### src/rtl/biu_pkg.sv
// Shared definitions for the BIU configuration-programming path: state encoding,
// SDRAM timing field layout, default programming address and the word pack helper.
package biu_pkg;

  localparam int unsigned ADDR_W      = 32;
  localparam int unsigned WORD_W      = 32;
  localparam int unsigned CNT_W       = 4;
  localparam int unsigned RETRY_W     = 3;

  localparam int unsigned TBURST_W    = 3;
  localparam int unsigned ADDR_MODE_W = 1;
  localparam int unsigned TLAT_W      = 4;
  localparam int unsigned TPRE_W      = 8;
  localparam int unsigned TWAIT_W     = 8;
  localparam int unsigned TCAS_W      = 8;

  localparam int unsigned TBURST_LSB    = 0;
  localparam int unsigned ADDR_MODE_LSB = 3;
  localparam int unsigned TLAT_LSB      = 4;
  localparam int unsigned TPRE_LSB      = 8;
  localparam int unsigned TWAIT_LSB     = 16;
  localparam int unsigned TCAS_LSB      = 24;

  localparam logic [ADDR_W-1:0] CFG_ADDR_DEF = 32'h3FFF_FFFF;

  typedef enum logic [2:0] {
    IDLE,
    ADDR,
    DATA,
    WAIT,
    CHECK,
    DONE,
    ERR
  } cfg_state_e;

  typedef struct packed {
    logic [TCAS_W-1:0]      tcas;
    logic [TWAIT_W-1:0]     twait;
    logic [TPRE_W-1:0]      tpre;
    logic [TLAT_W-1:0]      tlat;
    logic [ADDR_MODE_W-1:0] addr_mode;
    logic [TBURST_W-1:0]    tburst;
  } sdram_cfg_t;

  // Place each timing field at its register-file bit position.
  function automatic logic [WORD_W-1:0] pack_cfg(input sdram_cfg_t c);
    logic [WORD_W-1:0] w;
    w = '0;
    w[TCAS_LSB      +: TCAS_W]      = c.tcas;
    w[TWAIT_LSB     +: TWAIT_W]     = c.twait;
    w[TPRE_LSB      +: TPRE_W]      = c.tpre;
    w[TLAT_LSB      +: TLAT_W]      = c.tlat;
    w[ADDR_MODE_LSB +: ADDR_MODE_W] = c.addr_mode;
    w[TBURST_LSB    +: TBURST_W]    = c.tburst;
    return w;
  endfunction

endpackage

### src/rtl/biu_cfg_master_if.sv
// Programming bus between the configuration initiator and the BIU register file.
interface biu_cfg_master_if;
  import biu_pkg::*;

  logic [ADDR_W-1:0] AddrOut;
  logic [WORD_W-1:0] DataOut;
  logic              EnOut;
  logic              MasterBusy;

  modport master (output AddrOut, DataOut, EnOut, input MasterBusy);
  modport slave  (input AddrOut, DataOut, EnOut, output MasterBusy);

endinterface

### src/rtl/biu_cfg_pack.sv
// Combinational packing of the latched timing set and comparison against readback.
module biu_cfg_pack
  import biu_pkg::*;
(
  input  sdram_cfg_t        cfg_i,
  input  sdram_cfg_t        rb_i,
  input  logic              rb_prog_mode_i,
  output logic [WORD_W-1:0] word_c_o,
  output logic              match_c_o
);

  assign word_c_o  = pack_cfg(cfg_i);
  assign match_c_o = (rb_i == cfg_i) && rb_prog_mode_i;

endmodule

### src/rtl/biu_cfg_master.sv
// BIU configuration initiator: latches a timing set, writes address then data phase.
// Readback verify with retry is built only when BIU_CFG_VERIFY_EN is defined.
module biu_cfg_master
  import biu_pkg::*;
#(
  parameter logic [ADDR_W-1:0] CFG_ADDR   = CFG_ADDR_DEF,
  parameter int unsigned       VERIFY_LAT = 2,
  parameter int unsigned       MAX_RETRY  = 3
) (
  input  logic                    Clk,
  input  logic                    Rst,
  biu_cfg_master_if.master        bus,
  input  logic                    Start,
  input  logic [TBURST_W-1:0]     cfg_tburst,
  input  logic [ADDR_MODE_W-1:0]  cfg_addr_mode,
  input  logic [TLAT_W-1:0]       cfg_tlat,
  input  logic [TPRE_W-1:0]       cfg_tpre,
  input  logic [TWAIT_W-1:0]      cfg_twait,
  input  logic [TCAS_W-1:0]       cfg_tcas,
  input  logic [TBURST_W-1:0]     rb_tburst,
  input  logic [ADDR_MODE_W-1:0]  rb_addr_mode,
  input  logic [TLAT_W-1:0]       rb_tlat,
  input  logic [TPRE_W-1:0]       rb_tpre,
  input  logic [TWAIT_W-1:0]      rb_twait,
  input  logic [TCAS_W-1:0]       rb_tcas,
  input  logic                    rb_prog_mode,
  output logic                    Busy,
  output logic                    Done,
  output logic                    Error
);

  cfg_state_e         state_q, state_d;
  logic               start_q, start_d;
  sdram_cfg_t         cfg_q, cfg_d, cfg_in_c, rb_c;
  logic [CNT_W-1:0]   cnt_q, cnt_d;
  logic [RETRY_W-1:0] retry_q, retry_d;
  logic [ADDR_W-1:0]  addr_q, addr_d;
  logic [WORD_W-1:0]  data_q, data_d, word_c;
  logic               en_q, en_d, busy_q, busy_d, done_q, done_d, error_q, error_d;
  logic               match_c;

  assign cfg_in_c = '{tcas: cfg_tcas, twait: cfg_twait, tpre: cfg_tpre, tlat: cfg_tlat,
                      addr_mode: cfg_addr_mode, tburst: cfg_tburst};
  assign rb_c     = '{tcas: rb_tcas, twait: rb_twait, tpre: rb_tpre, tlat: rb_tlat,
                      addr_mode: rb_addr_mode, tburst: rb_tburst};

  biu_cfg_pack u_pack (
    .cfg_i          (cfg_q),
    .rb_i           (rb_c),
    .rb_prog_mode_i (rb_prog_mode),
    .word_c_o       (word_c),
    .match_c_o      (match_c)
  );

`ifndef BIU_CFG_VERIFY_EN
  logic unused_verify;
  assign unused_verify = ^{match_c, 32'(VERIFY_LAT), 32'(MAX_RETRY)};
`endif

  always_ff @(posedge Clk) begin
    if (Rst) begin
      state_q <= IDLE;
      start_q <= 1'b0;
      cfg_q   <= '0;
      cnt_q   <= '0;
      retry_q <= '0;
      addr_q  <= '0;
      data_q  <= '0;
      en_q    <= 1'b0;
      busy_q  <= 1'b0;
      done_q  <= 1'b0;
      error_q <= 1'b0;
    end else begin
      state_q <= state_d;
      start_q <= start_d;
      cfg_q   <= cfg_d;
      cnt_q   <= cnt_d;
      retry_q <= retry_d;
      addr_q  <= addr_d;
      data_q  <= data_d;
      en_q    <= en_d;
      busy_q  <= busy_d;
      done_q  <= done_d;
      error_q <= error_d;
    end
  end

  // start_q spends one cycle latching the request so the ADDR phase shows one edge after Start.
  always_comb begin
    state_d = state_q;
    start_d = 1'b0;
    cfg_d   = cfg_q;
    cnt_d   = cnt_q;
    retry_d = retry_q;
    error_d = error_q;

    case (state_q)
      IDLE: begin
        if (start_q) begin
          state_d = ADDR;
        end else if (Start) begin
          start_d = 1'b1;
          cfg_d   = cfg_in_c;
          retry_d = '0;
          error_d = 1'b0;
        end
      end
      ADDR: if (!bus.MasterBusy) state_d = DATA;
      DATA: begin
        if (!bus.MasterBusy) begin
`ifdef BIU_CFG_VERIFY_EN
          state_d = WAIT;
          cnt_d   = CNT_W'(VERIFY_LAT);
`else
          state_d = DONE;
`endif
        end
      end
`ifdef BIU_CFG_VERIFY_EN
      WAIT: begin
        cnt_d = cnt_q - CNT_W'(1);
        if (cnt_q == CNT_W'(1)) state_d = CHECK;
      end
      CHECK: begin
        if (match_c) begin
          state_d = DONE;
        end else if (32'(retry_q) < MAX_RETRY) begin
          retry_d = retry_q + RETRY_W'(1);
          state_d = ADDR;
        end else begin
          state_d = ERR;
        end
      end
      ERR:  state_d = IDLE;
`endif
      DONE:    state_d = IDLE;
      default: state_d = IDLE;
    endcase

    // Outputs are decoded from the next state so they register alongside it.
    addr_d = (state_d == ADDR) ? CFG_ADDR : '0;
    data_d = (state_d == DATA) ? word_c : '0;
    en_d   = (state_d == ADDR) || (state_d == DATA) || (state_d == WAIT);
    busy_d = (state_d != IDLE);
    done_d = (state_d == DONE);
    if (state_d == ERR) error_d = 1'b1;
  end

  assign bus.AddrOut = addr_q;
  assign bus.DataOut = data_q;
  assign bus.EnOut   = en_q;
  assign Busy        = busy_q;
  assign Done        = done_q;
  assign Error       = error_q;

endmodule

### src/flat_wrapper.sv
// flat-port wrapper written by rule: the top's interface ports become plain ports
module biu_cfg_master_flat import biu_pkg::*;
#(
  parameter logic [ADDR_W-1:0] CFG_ADDR   = CFG_ADDR_DEF,
  parameter int unsigned       VERIFY_LAT = 2,
  parameter int unsigned       MAX_RETRY  = 3
)
  (Clk, Rst, Start, cfg_tburst, cfg_addr_mode, cfg_tlat, cfg_tpre, cfg_twait, cfg_tcas, rb_tburst, rb_addr_mode, rb_tlat, rb_tpre, rb_twait, rb_tcas, rb_prog_mode, Busy, Done, Error, bus_AddrOut, bus_DataOut, bus_EnOut, bus_MasterBusy);
  biu_cfg_master_if bus_i ();
  input  logic Clk;
  input  logic Rst;
  input  logic Start;
  input  logic [TBURST_W-1:0] cfg_tburst;
  input  logic [ADDR_MODE_W-1:0] cfg_addr_mode;
  input  logic [TLAT_W-1:0] cfg_tlat;
  input  logic [TPRE_W-1:0] cfg_tpre;
  input  logic [TWAIT_W-1:0] cfg_twait;
  input  logic [TCAS_W-1:0] cfg_tcas;
  input  logic [TBURST_W-1:0] rb_tburst;
  input  logic [ADDR_MODE_W-1:0] rb_addr_mode;
  input  logic [TLAT_W-1:0] rb_tlat;
  input  logic [TPRE_W-1:0] rb_tpre;
  input  logic [TWAIT_W-1:0] rb_twait;
  input  logic [TCAS_W-1:0] rb_tcas;
  input  logic rb_prog_mode;
  output logic Busy;
  output logic Done;
  output logic Error;
  output wire logic [$bits(bus_i.AddrOut)-1:0] bus_AddrOut;
  output wire logic [$bits(bus_i.DataOut)-1:0] bus_DataOut;
  output wire logic [$bits(bus_i.EnOut)-1:0] bus_EnOut;
  input wire logic [$bits(bus_i.MasterBusy)-1:0] bus_MasterBusy;
  assign bus_AddrOut = bus_i.AddrOut;
  assign bus_DataOut = bus_i.DataOut;
  assign bus_EnOut = bus_i.EnOut;
  assign bus_i.MasterBusy = bus_MasterBusy;
  biu_cfg_master #(.CFG_ADDR(CFG_ADDR), .VERIFY_LAT(VERIFY_LAT), .MAX_RETRY(MAX_RETRY)) u_core (.Clk(Clk), .Rst(Rst), .bus(bus_i), .Start(Start), .cfg_tburst(cfg_tburst), .cfg_addr_mode(cfg_addr_mode), .cfg_tlat(cfg_tlat), .cfg_tpre(cfg_tpre), .cfg_twait(cfg_twait), .cfg_tcas(cfg_tcas), .rb_tburst(rb_tburst), .rb_addr_mode(rb_addr_mode), .rb_tlat(rb_tlat), .rb_tpre(rb_tpre), .rb_twait(rb_twait), .rb_tcas(rb_tcas), .rb_prog_mode(rb_prog_mode), .Busy(Busy), .Done(Done), .Error(Error));
endmodule
### config.mk
export PLATFORM = sky130hd
export DESIGN_NAME = biu_cfg_master_flat
export DESIGN_NICKNAME = d
export VERILOG_FILES = /design/src/rtl/biu_pkg.sv /design/src/rtl/biu_cfg_master_if.sv /design/src/rtl/biu_cfg_pack.sv /design/src/rtl/biu_cfg_master.sv /design/src/flat_wrapper.sv
export SDC_FILE = /design/constraint.sdc
export NUM_CORES = 1
export LEC_CHECK = 0
export BUFFER_PORTS_ARGS = -buffer_cell sky130_fd_sc_hd__clkbuf_2
export CORE_ASPECT_RATIO = 2
export CORE_MARGIN = 2
export CORE_UTILIZATION = 41
export DETAILED_ROUTE_END_ITERATION = 7
export PLACE_DENSITY = 0.74
export SYNTH_ARGS = -nofsm -noshare
export SYNTH_HDL_FRONTEND = slang
export SYNTH_SLANG_ARGS = --single-unit
### constraint.sdc
create_clock -name Clk -period 1.4 [get_ports Clk]
set_input_delay 0.42 -clock Clk [delete_from_list [all_inputs] [get_ports Clk]]
set_output_delay 0.42 -clock Clk [all_outputs]
set_load 0.02 [all_outputs]
# After elaboration in Yosys (flattened, before gate mapping)
# Index checks and enable logic that the tools add are counted.
# totals
wordCells,45
in_bits,69
regBits,104
out_inout_bits,68
# op_classes
eq_ne,8
reduce_logical,10
bitwise,3
mux,10
# op_table
op,n
$mux 30,1
$eq 3x2->1 const B,3
$mux 3,3
$pmux 3 s3,1
$eq 3x1->1 const B,2
$eq 3x3->1 const B,2
$reduce_and 3->1,2
$mux 1,5
$reduce_bool 2->1,2
$logic_not 3->1,1
$not 1->1,3
$reduce_bool 3->1,1
$reduce_or 3->1,1
$logic_or 1x1->1,2
$ne 2x2->1 const B,1
$reduce_or 2->1,1

# Logic depth before layout (Yosys ltp)
# Gate-level depths: netlist of run 1.
# depth
depth_word,5
depth_mapped,6
mapped_depth_nobuf,3

# Hierarchy
# Synthesis of run 1 repeated with hierarchy kept, for this count alone.
# hier_totals
hier_cells,343
hier_area_um2,3479.6
# modules_own_cells
module,area_per_inst_um2,instances,seq_area_each_um2,cells_each
biu_cfg_master,2884.0,1,1461.4,267
biu_cfg_pack,595.6,1,0.0,76

# Worst setup path after synthesis of run 1
# Ideal clock, no wire load.
# synth_timing
path_type,flip-flop to output port
from,"register, netlist name u_core.bus.AddrOut[28]"
to,output bus_AddrOut[10]
required_ns,0.980
setup_slack_ns,-0.157
t_arrival_ns,1.137
path_buffers,1
path_stages_with_launch,2
path_cell_list,dfxtp_1 -> buf_4
# synth_lines
element,line_no,rtl
end: declaration,flat_wrapper.sv:29,output wire logic [$bits(bus_i.AddrOut)-1:0] bus_AddrOut;

==> results of run 1 <==
-- sequential cells by signal, summed over array words and instances (netlist names) --
name	flops
u_core.Busy	1
u_core.Done	1
u_core.Error	1
u_core.bus.AddrOut	1
u_core.bus.DataOut	32
u_core.bus.EnOut	1
u_core.cfg_q	32
u_core.start_q	1
u_core.state_q	3
-- cell families after synthesis --
group / count (synthesis)
buffers and inverters: 48
multiplexers: 34
AO/OA/AOI/OAI: 5
AND/OR/NAND/NOR: 107
flip-flops: 73
other: 1
-- where the power goes --
group / switching, mW / internal (mW)
sequential: 0.0457 / 2.18
clock: 0.818 / 1.35
combinational: 0.310 / 0.310
total: 1.17 / 3.83
-- what timing repair did --
item                                    in CTS  in global routing
resized for setup                           15                 53
setup buffers                                2                  0
endpoints found under the setup margin      31                 58
-- per-layer routing --
| layer | vias to the layer above | wire length, um | GRT usage (%) |
|---|---|---|---|
| met2 | 77 | 2900 | 24.9 |
| met5 | - | 0 | 0 |
| met4 | 0 | 114 | 8.15 |
| met1 | 887 | 2010 | 14.6 |
| met3 | 9 | 320 | 4.77 |
| li1 | 966 | - | - |
-- worst min path at each step --
stage | from | end | slack (ns) | depth (start not counted)
after detailed placement | u_core.cfg_q[5]$_SDFFE_PP0P_ | u_core.bus.DataOut[5]$_SDFF_PP0_ | 0.44 | 1
after CTS | cfg_tlat[1] | u_core.cfg_q[5]$_SDFFE_PP0P_ | 0.32 | 3
after global routing | cfg_tpre[6] | u_core.cfg_q[14]$_SDFFE_PP0P_ | 0.33 | 3
after global placement | u_core.cfg_q[26]$_SDFFE_PP0P_ | u_core.bus.DataOut[26]$_SDFF_PP0_ | 0.44 | 1
final | cfg_tpre[6] | u_core.cfg_q[14]$_SDFFE_PP0P_ | 0.33 | 3
after floorplan | u_core.cfg_q[0]$_SDFFE_PP0P_ | u_core.bus.DataOut[0]$_SDFF_PP0_ | 0.43 | 1
-- cells in the final DEF (no fill, tap or decap), types with 2 or more instances in the layout --
cell type	synthesis	layout
clkbuf_2	0	71
dfxtp_1	73	71
nand2b_1	64	64
mux2i_1	33	33
and2_1	32	32
buf_4	33	31
clkbuf_16	0	9
clkbuf_8	0	4
buf_12	0	4
buf_6	6	3
nor4b_1	2	2
o21bai_1	2	2
conb_1	1	2
clkinvlp_4	0	2
-- final cells by class --
type / count / area [um^2] / share of cell area, %
flip-flops and latches: 73 / 1470 / 39.8
multi-input cells: 148 / 1080 / 29.3
clock buffers: 13 / 270 / 7.34
repair buffers: 111 / 731 / 19.8
well taps: 90 / 113 / 3.06
clock inverters: 3 / 23.8 / 0.646
-- worst reg2reg max path, cell delays in order, from the launching register on --
cell and delay [ns]:
dfxtp_1 0.33, nor3_2 0.23, and3b_2 0.29, buf_12 0.21, mux2i_1 0.20
==> out/results.ini, run 1 <==
[drt]
ant_nets=0
first_pass_iters=2
via_per_inst=4.43
drc=0
drt_iter0_drc=110
vias=1939
wl_mm=5.34
wl_per_cell_um=12.2

[clocking]
cts-root-buf=clkbuf_16
cts_buffers=9
clk_pin_slew_ns=0.06
cts_tree=built
h-tree-depth=3
cts.sinks=73
clk_path_buf_depth=2
holdBufCountCts=0
clock_latency_ns=0.33

[worst_setup_path]
r2r_setup_slack_ns=0.08
path_buf_inv=2
regToRegStartpoint=u_core.state_q[1]$_SDFF_PP0_
worstPathArrival_ns=0.98
ff2ff_path_depth=4
crit_path_start_kind=flip-flop
worstPathRequired_ns=0.98
cp_top_family=flip-flops
cpMaxStageDelayCell=dfxtp_4
crit_cells=2
cp-end-kind=output pin
endpoint=bus_AddrOut[14]
reg2reg_to=u_core.cfg_q[2]$_SDFFE_PP0P_
crit_fanout=15
path_class=flip-flop to output pin
max_stage_delay_ns=0.36
cp-startpoint=u_core.bus.AddrOut[28]$_SDFF_PP0_
crit_chain=buf_8 > buf_4

[placement]
io_buffers=101
routabilityCongestion=0.707
postPlaceCellArea_um2=3250
dp_slack_ns=-0.0784
placed_cells=420
hpwl_mm=3.39

[synth]
synth.area.top_cells=dfxtp_1, nand2b_1, mux2i_1
synthMuxAreaShare_pct=11.9
synth_top_family_by_area=simple AND/OR/NAND/NOR gates
synth_compound_area_share_pct=1.52
synthSimpleGateAreaFrac_pct=23.6
synth-xor-area-share_pct=0
seq_area_frac_synth_pct=50.7
postSynthAreaPerCell_um2=10.7
ys_async_sr_fraction_pct=0
syn-cell-area_um2=2880
synth-edff-count=0
postSynthCellCount=268
netlist.top_cell.by_area=dfxtp_1
synth.most_common_cell=dfxtp_1
yosysUniqueCellTypes=23
synth-main-ff-cell=dfxtp_1
synth-adder-area-share_pct=0
yosysWarningCount=0
yosysTopAreaCellShare_pct=50.7
netlist_top_cells_count=dfxtp_1, nand2b_1, buf_4, mux2i_1, and2_1
ys_ff_latch=73

[timing]
fin_worst_hold_slack_ns=0.332
fmax_mhz=713
tns_ns=-0.00310
fin_skew_ns=0.00524
rsz0062_at_grt=true
hold_viol_final=0
finalSetupViolations=2
period_share_pct=100
min_period_ns=1.40
setup_slack_ns=-0.00279
drv_slew=0

[global_routing]
overflow=0
track_usage_pct=14.2
grt_pass1_wl_mm=8.29
antenna_found_initial=0
grt_max_degree=67
grt_pass1_vias=1807

[job]
maxCapViolCount=0

[floorplanning]
dieArea_um2=7750
rows=43
core_area_um2=6890
dieHeight_um=123
ios=137
start_util_pct=41.8
die_w_um=63.3

[run_status]
failed_checks=negative setup slack
status=complete, but fails checks

[power]
power.total_mw=5.01
leakage_nw=1.69
power.density_nw_per_um2=1360
ir_drop_mv=0.838

[final_layout]
fillers=618
drive_gt1_share_pct=38.5
final_area_um2=3680
utilization_pct=53.5
syn_to_final_growth_pct=27.8
fin_nets=412
fin_cells=438
diodes=0

[worst_hold_path]
min_path_type=input port to flip-flop

No activity file was read; power rests on OpenSTA's default activity.
==> run 2, diff against run 1 <==
--- a/config.mk
+++ b/config.mk
@@ -6,7 +6,6 @@
 export NUM_CORES = 1
 export LEC_CHECK = 0
 export BUFFER_PORTS_ARGS = -buffer_cell sky130_fd_sc_hd__clkbuf_2
-export CORE_ASPECT_RATIO = 2
 export CORE_MARGIN = 2
 export CORE_UTILIZATION = 41
 export DETAILED_ROUTE_END_ITERATION = 7
==> out/results.ini, run 2 (synthesis results as in run 1) <==
[run_status]
status=complete, but fails checks
failed_checks=negative setup slack

[final_layout]
utilization_pct=56.2  ; +2.7 points
final_common_cell=clkbuf_2
syn_to_final_growth_pct=32.5
fin_nets=418  ; +1.5%
drive_gt1_share_pct=40.1  ; +1.6 points
diodes=0  ; unchanged
final_cell_mix=clkbuf_2, dfxtp_1, nand2b_1, mux2i_1, and2_1

[timing]
fin_worst_hold_slack_ns=0.312  ; -0.0202 ns
fin_skew_ns=0.0144  ; +0.00919 ns
period_share_pct=103  ; +3.1 points
hold_viol_final=0  ; unchanged
setup_slack_ns=-0.0462  ; -0.0434 ns
finalSetupViolations=30  ; +28
fmax_mhz=691  ; -3.0%
drv_slew=0  ; unchanged
rsz0062_at_grt=true
min_period_ns=1.45  ; +0.0434 ns

[clocking]
holdBufCountCts=0  ; unchanged
cts_buffers=9  ; unchanged
clk_pin_slew_ns=0.08  ; +0.02 ns
cts.sinks=73  ; unchanged
h-tree-depth=3  ; unchanged
clock_latency_ns=0.34  ; about the same
cts_tree=built
cts-root-buf=clkbuf_8
clk_path_buf_depth=2  ; unchanged

[drt]
ant_nets=0  ; unchanged
drt_iter0_drc=52  ; -53%
wl_mm=5.54  ; +3.7%
vias=1903  ; -1.9%
wl_per_cell_um=12.3  ; +0.96%
via_per_inst=4.23  ; -4.5%
drc=0  ; unchanged
first_pass_iters=4  ; +2

[floorplanning]
die_w_um=87.8  ; +39%
start_util_pct=42.4  ; +0.57 points
rows=30  ; -30%
dieArea_um2=7710  ; -0.52%
core_area_um2=6790  ; -1.3%
ios=137  ; unchanged
dieHeight_um=87.8  ; -28%

[worst_setup_path]
crit_path_start_kind=flip-flop
cp-end-kind=output pin
cp-startpoint=u_core.bus.AddrOut[28]$_SDFF_PP0_
worstPathRequired_ns=0.98  ; about the same
regToRegStartpoint=u_core.start_q$_SDFF_PP0_
path_class=flip-flop to output pin
crit_fanout=15  ; unchanged
worstPathArrival_ns=1.03  ; +0.05 ns

[global_routing]
track_usage_pct=14.3  ; +0.085 points
grt_max_degree=67  ; unchanged
antenna_found_initial=0  ; unchanged
overflow=0  ; unchanged
grt_pass1_vias=1809  ; +0.11%
grt_pass1_wl_mm=8.42  ; +1.5%

[worst_hold_path]
min_path_type=input port to flip-flop
hold_start=cfg_tcas[6]

[power]
power.density_nw_per_um2=1200  ; -12%
swShare_pct=25.4  ; +2.0 points
combPwrFrac_pct=16.2  ; +3.8 points
ir_drop_mv=0.516  ; -38%
pwr-share-clk_pct=35.1  ; -8.1 points
power.total_mw=4.57  ; -8.8%
seq_power_share_pct=48.7  ; +4.3 points
p_int_mw=3.40  ; -11%
p_sw_mw=1.16  ; -1.1%
leakage_nw=1.72  ; +2.1%

[job]
maxCapViolCount=0  ; unchanged

[placement]
routabilityCongestion=0.786  ; +11%
hpwl_mm=3.26  ; -3.8%
io_buffers=101  ; unchanged

-- run 2: cell count changes in the layout (fill, tap and decap cells not counted), sizes merged --
cell,delta
clkinv,+1
buf,-23
bufinv,+1
clkbuf,+26
inv,+1
-- run 2: final cells by class --
type / instances / area [um^2]
Tap cell: 96 / 120
Fill cell: 584 / 2980
Clock inverter: 6 / 67.6
Sequential cell: 73 / 1470
Multi-Input combinational cell: 148 / 1080
Timing Repair Buffer: 117 / 941
Clock buffer: 10 / 128
-- run 2: path summary, 6_finish.rpt --
| kind | depth (start not counted) | slack [ns] | end |
|---|---|---|---|
| worst max-delay path | 2 | -0.05 | bus_AddrOut[20] |
| worst min-delay path | 3 | 0.31 | u_core.cfg_q[30]$_SDFFE_PP0P_ |
| worst max register to register | 5 | 0.03 | u_core.cfg_q[9]$_SDFFE_PP0P_ |
| worst min register to register | 1 | 0.46 | u_core.bus.DataOut[12]$_SDFF_PP0_ |
-- run 2: metal layers --
layer	global-route usage [%]	wire, um
met1	15.6	2370
met5	0	0
met3	5.28	317
met4	5.87	69
met2	25.0	2780
-- run 2: metrics by stage --
step	setup slack [ns]	TNS (ns)	cell area (um^2)	instances
6_report	-0.0462	-1.16	3810	450
3_3_place_gp	-0.0656	-1.77	3260	426
2_1_floorplan	0.0542	0	2890	269
4_1_cts	-0.0536	-1.45	3690	444
5_1_grt	-0.0918	-2.52	3810	450
3_5_place_dp	-0.0860	-2.33	3260	426
-- run 2: critical path, stage by stage, from the launching register on --
cell,delay [ns]
dfxtp_4,0.38
buf_12,0.15
clkbuf_8,0.15
-- run 2: power by group through the flow --
stage | sequential, mW | clock [mW] | combinational [mW]
6_report | 2.22 | 1.60 | 0.740
4_1_cts | 2.22 | 1.66 | 0.655
3_5_place_dp | 2.28 | 0 | 0.552
3_3_place_gp | 2.27 | 0 | 0.543
5_1_grt | 2.23 | 1.75 | 0.796
2_1_floorplan | 2.28 | 0 | 0.448
-- run 2: repair_timing --
action	CTS	global route
setup endpoints to repair	35	92
setup buffers	2	3
pin swaps	1	2
gates cloned	0	3
resized for setup	42	8
==> run 3, diff against run 2 <==
--- a/config.mk
+++ b/config.mk
@@ -5,7 +5,9 @@
 export SDC_FILE = /design/constraint.sdc
 export NUM_CORES = 1
 export LEC_CHECK = 0
+export ABC_AREA = 1
 export BUFFER_PORTS_ARGS = -buffer_cell sky130_fd_sc_hd__clkbuf_2
+export CAP_MARGIN = 15
 export CORE_MARGIN = 2
 export CORE_UTILIZATION = 41
 export DETAILED_ROUTE_END_ITERATION = 7
==> out/results.ini, run 3 <==
[worst_setup_path]
crit_path_start_kind=flip-flop
cp-end-kind=output pin
crit_chain=clkbuf_16 > buf_4
path_class=flip-flop to output pin
r2r_setup_slack_ns=0.18  ; +0.15 ns
reg2reg_to=u_core.cfg_q[12]$_SDFFE_PP0P_
regToRegStartpoint=u_core.state_q[2]$_SDFF_PP0_
worstPathArrival_ns=1.02  ; about the same
worstPathRequired_ns=0.98  ; about the same
cp-startpoint=u_core.bus.AddrOut[28]$_SDFF_PP0_
path_buf_inv=2  ; unchanged
ff2ff_path_depth=7  ; +2
max_stage_delay_ns=0.37  ; about the same
crit_fanout=7  ; -8
endpoint=bus_AddrOut[14]
cp_top_family=flip-flops
cpMaxStageDelayCell=dfxtp_4
crit_cells=2  ; unchanged

[clocking]
cts.sinks=73  ; unchanged
cts-root-buf=clkbuf_8
cts_buffers=9  ; unchanged
h-tree-depth=3  ; unchanged
clk_pin_slew_ns=0.07  ; about the same
clk_path_buf_depth=2  ; unchanged
clock_latency_ns=0.34  ; about the same
cts_tree=built

[worst_hold_path]
min_path_type=input port to flip-flop

[final_layout]
final_cell_mix=nor2_1, nand2_1, dfxtp_1, clkbuf_2, inv_1
diodes=0  ; unchanged
syn_to_final_growth_pct=26.3
final_common_cell=nor2_1
utilization_pct=52.7  ; -3.5 points
fin_nets=523  ; +25%
fillers=656  ; +12%
drive_gt1_share_pct=28.3  ; -12 points

[drt]
first_pass_iters=6  ; +2
wl_mm=5.01  ; -9.6%
wl_per_cell_um=9.29  ; -25%
drt_iter0_drc=47  ; -9.6%
drc=0  ; unchanged
via_per_inst=4.12  ; -2.6%
ant_nets=0  ; unchanged
vias=2219  ; +17%

[timing]
fin_skew_ns=0.00751  ; -0.00693 ns
setup_slack_ns=-0.0365  ; +0.00967 ns
fin_worst_hold_slack_ns=0.328  ; +0.0161 ns
period_share_pct=103  ; -0.69 points
rsz0062_at_grt=true
fmax_mhz=696  ; +0.67%
finalSetupViolations=28  ; -6.7%
min_period_ns=1.44  ; -0.00967 ns
hold_viol_final=0  ; unchanged
drv_slew=0  ; unchanged

[placement]
dp_slack_ns=0.122  ; +0.208 ns
hpwl_mm=3.37  ; +3.4%
routabilityCongestion=0.705  ; -10%
io_buffers=101  ; unchanged

[run_status]
status=complete, but fails checks
failed_checks=negative setup slack

[power]
power.total_mw=4.75  ; +3.9%
p_sw_mw=1.25  ; +7.7%
combPwrFrac_pct=13.9  ; -2.3 points
p_int_mw=3.50  ; +2.7%
power.density_nw_per_um2=1350  ; +13%
leakage_nw=1.92  ; +12%
seq_power_share_pct=47.4  ; -1.3 points
pwr-share-clk_pct=38.7  ; +3.6 points
swShare_pct=26.3  ; +0.91 points
ir_drop_mv=0.673  ; +30%

[job]
maxCapViolCount=0  ; unchanged

[synth]
seq_area_frac_synth_pct=52.4  ; +1.7 points
yosysWarningCount=0  ; unchanged
syn-cell-area_um2=2790  ; -3.2%
ys_ff_latch=73  ; unchanged
postSynthAreaPerCell_um2=7.43  ; -31%
netlist_top_cells_count=nor2_1, dfxtp_1, nand2_1
synth.area.top_cells=dfxtp_1, nor2_1, nand2_1
yosysUniqueCellTypes=15  ; -35%
yosysTopAreaCellShare_pct=52.4  ; +1.7 points
ys_async_sr_fraction_pct=0  ; unchanged
synth-edff-count=0  ; unchanged
synth.most_common_cell=nor2_1
synth-main-ff-cell=dfxtp_1
postSynthCellCount=375  ; +40%
netlist.top_cell.by_area=dfxtp_1

[floorplanning]
dieArea_um2=7470  ; -3.1%
ios=137  ; unchanged
core_area_um2=6680  ; -1.7%
rows=30  ; unchanged
dieHeight_um=86.5  ; -1.5%
start_util_pct=41.7  ; -0.67 points
die_w_um=86.5  ; -1.5%

[global_routing]
grt_pass1_wl_mm=7.76  ; -7.9%
track_usage_pct=13.3  ; -0.98 points
overflow=0  ; unchanged
antenna_found_initial=0  ; unchanged
grt_pass1_vias=1828  ; +1.1%
grt_max_degree=34  ; -49%

-- run 3: cell types whose count changed after synthesis, sizes merged, moves of 32 or more --
cell,change
nand2b,-64
nand2,+73
inv,+70
nor2,+105
mux2i,-33
and2,-32
-- run 3: through the flow --
stage | TNS [ns] | std cells | area, um^2
after floorplan | 0 | 376 | 2790
after global placement | 0 | 520 | 3140
after detailed placement | 0 | 520 | 3140
after CTS | -1.19 | 538 | 3450
after global routing | -1.83 | 539 | 3520
final | -0.614 | 539 | 3520
-- run 3: worst min-delay path by stage --
stage	endpoint	slack (ns)	from	cells past startpoint
floorplan	u_core.bus.DataOut[0]$_SDFF_PP0_	0.41	u_core.cfg_q[0]$_SDFFE_PP0P_	2
global placement	u_core.bus.DataOut[24]$_SDFF_PP0_	0.41	u_core.cfg_q[24]$_SDFFE_PP0P_	2
detailed placement	u_core.bus.DataOut[1]$_SDFF_PP0_	0.42	u_core.cfg_q[1]$_SDFFE_PP0P_	2
CTS	u_core.bus.AddrOut[28]$_SDFF_PP0_	0.31	Rst	2
global route	u_core.state_q[2]$_SDFF_PP0_	0.34	Rst	2
finish	u_core.bus.AddrOut[28]$_SDFF_PP0_	0.33	Rst	2
-- run 3: power by group through the flow --
stage | logic (mW) | registers (mW) | clock network [mW]
after floorplan | 0.488 | 2.32 | 0
after global placement | 0.583 | 2.30 | 0
after detailed placement | 0.592 | 2.31 | 0
after CTS | 0.636 | 2.25 | 1.90
after global routing | 0.746 | 2.26 | 1.97
final | 0.662 | 2.25 | 1.83
-- run 3: metal layers --
layer	GRT usage (%)	wire, um	vias to the layer above
met5	0	0	-
met4	7.81	138	0
met3	3.62	229	14
met2	22.4	2450	67
met1	15.0	2200	957
li1	-	-	1181
-- run 3: cell families after synthesis --
group / count (synthesis) / share of synthesized area (%)
compound gates: 1 / 0.179
buf+inv: 115 / 21.7
flops: 73 / 52.4
other cells: 1 / 0.135
simple gates: 185 / 25.5
-- run 3: layout make-up --
type / count / area [um^2] / share of cell area [%]
Sequential cell: 73 / 1470 / 41.6
Clock inverter: 7 / 100 / 2.84
Timing Repair Buffer: 111 / 736 / 20.9
Multi-Input combinational cell: 188 / 729 / 20.7
Inverter: 71 / 267 / 7.57
Clock buffer: 9 / 124 / 3.52
Tap cell: 80 / 100 / 2.84
-- run 3: timing repair --
| item | 4_1_cts | 5_1_grt |
|---|---|---|
| buffers inserted | 2 | 0 |
| pin swaps | 0 | 0 |
| setup endpoints to repair | 30 | 30 |
| hold buffers | 0 | 0 |
| cloned | 0 | 1 |
| resized for setup | 19 | 47 |
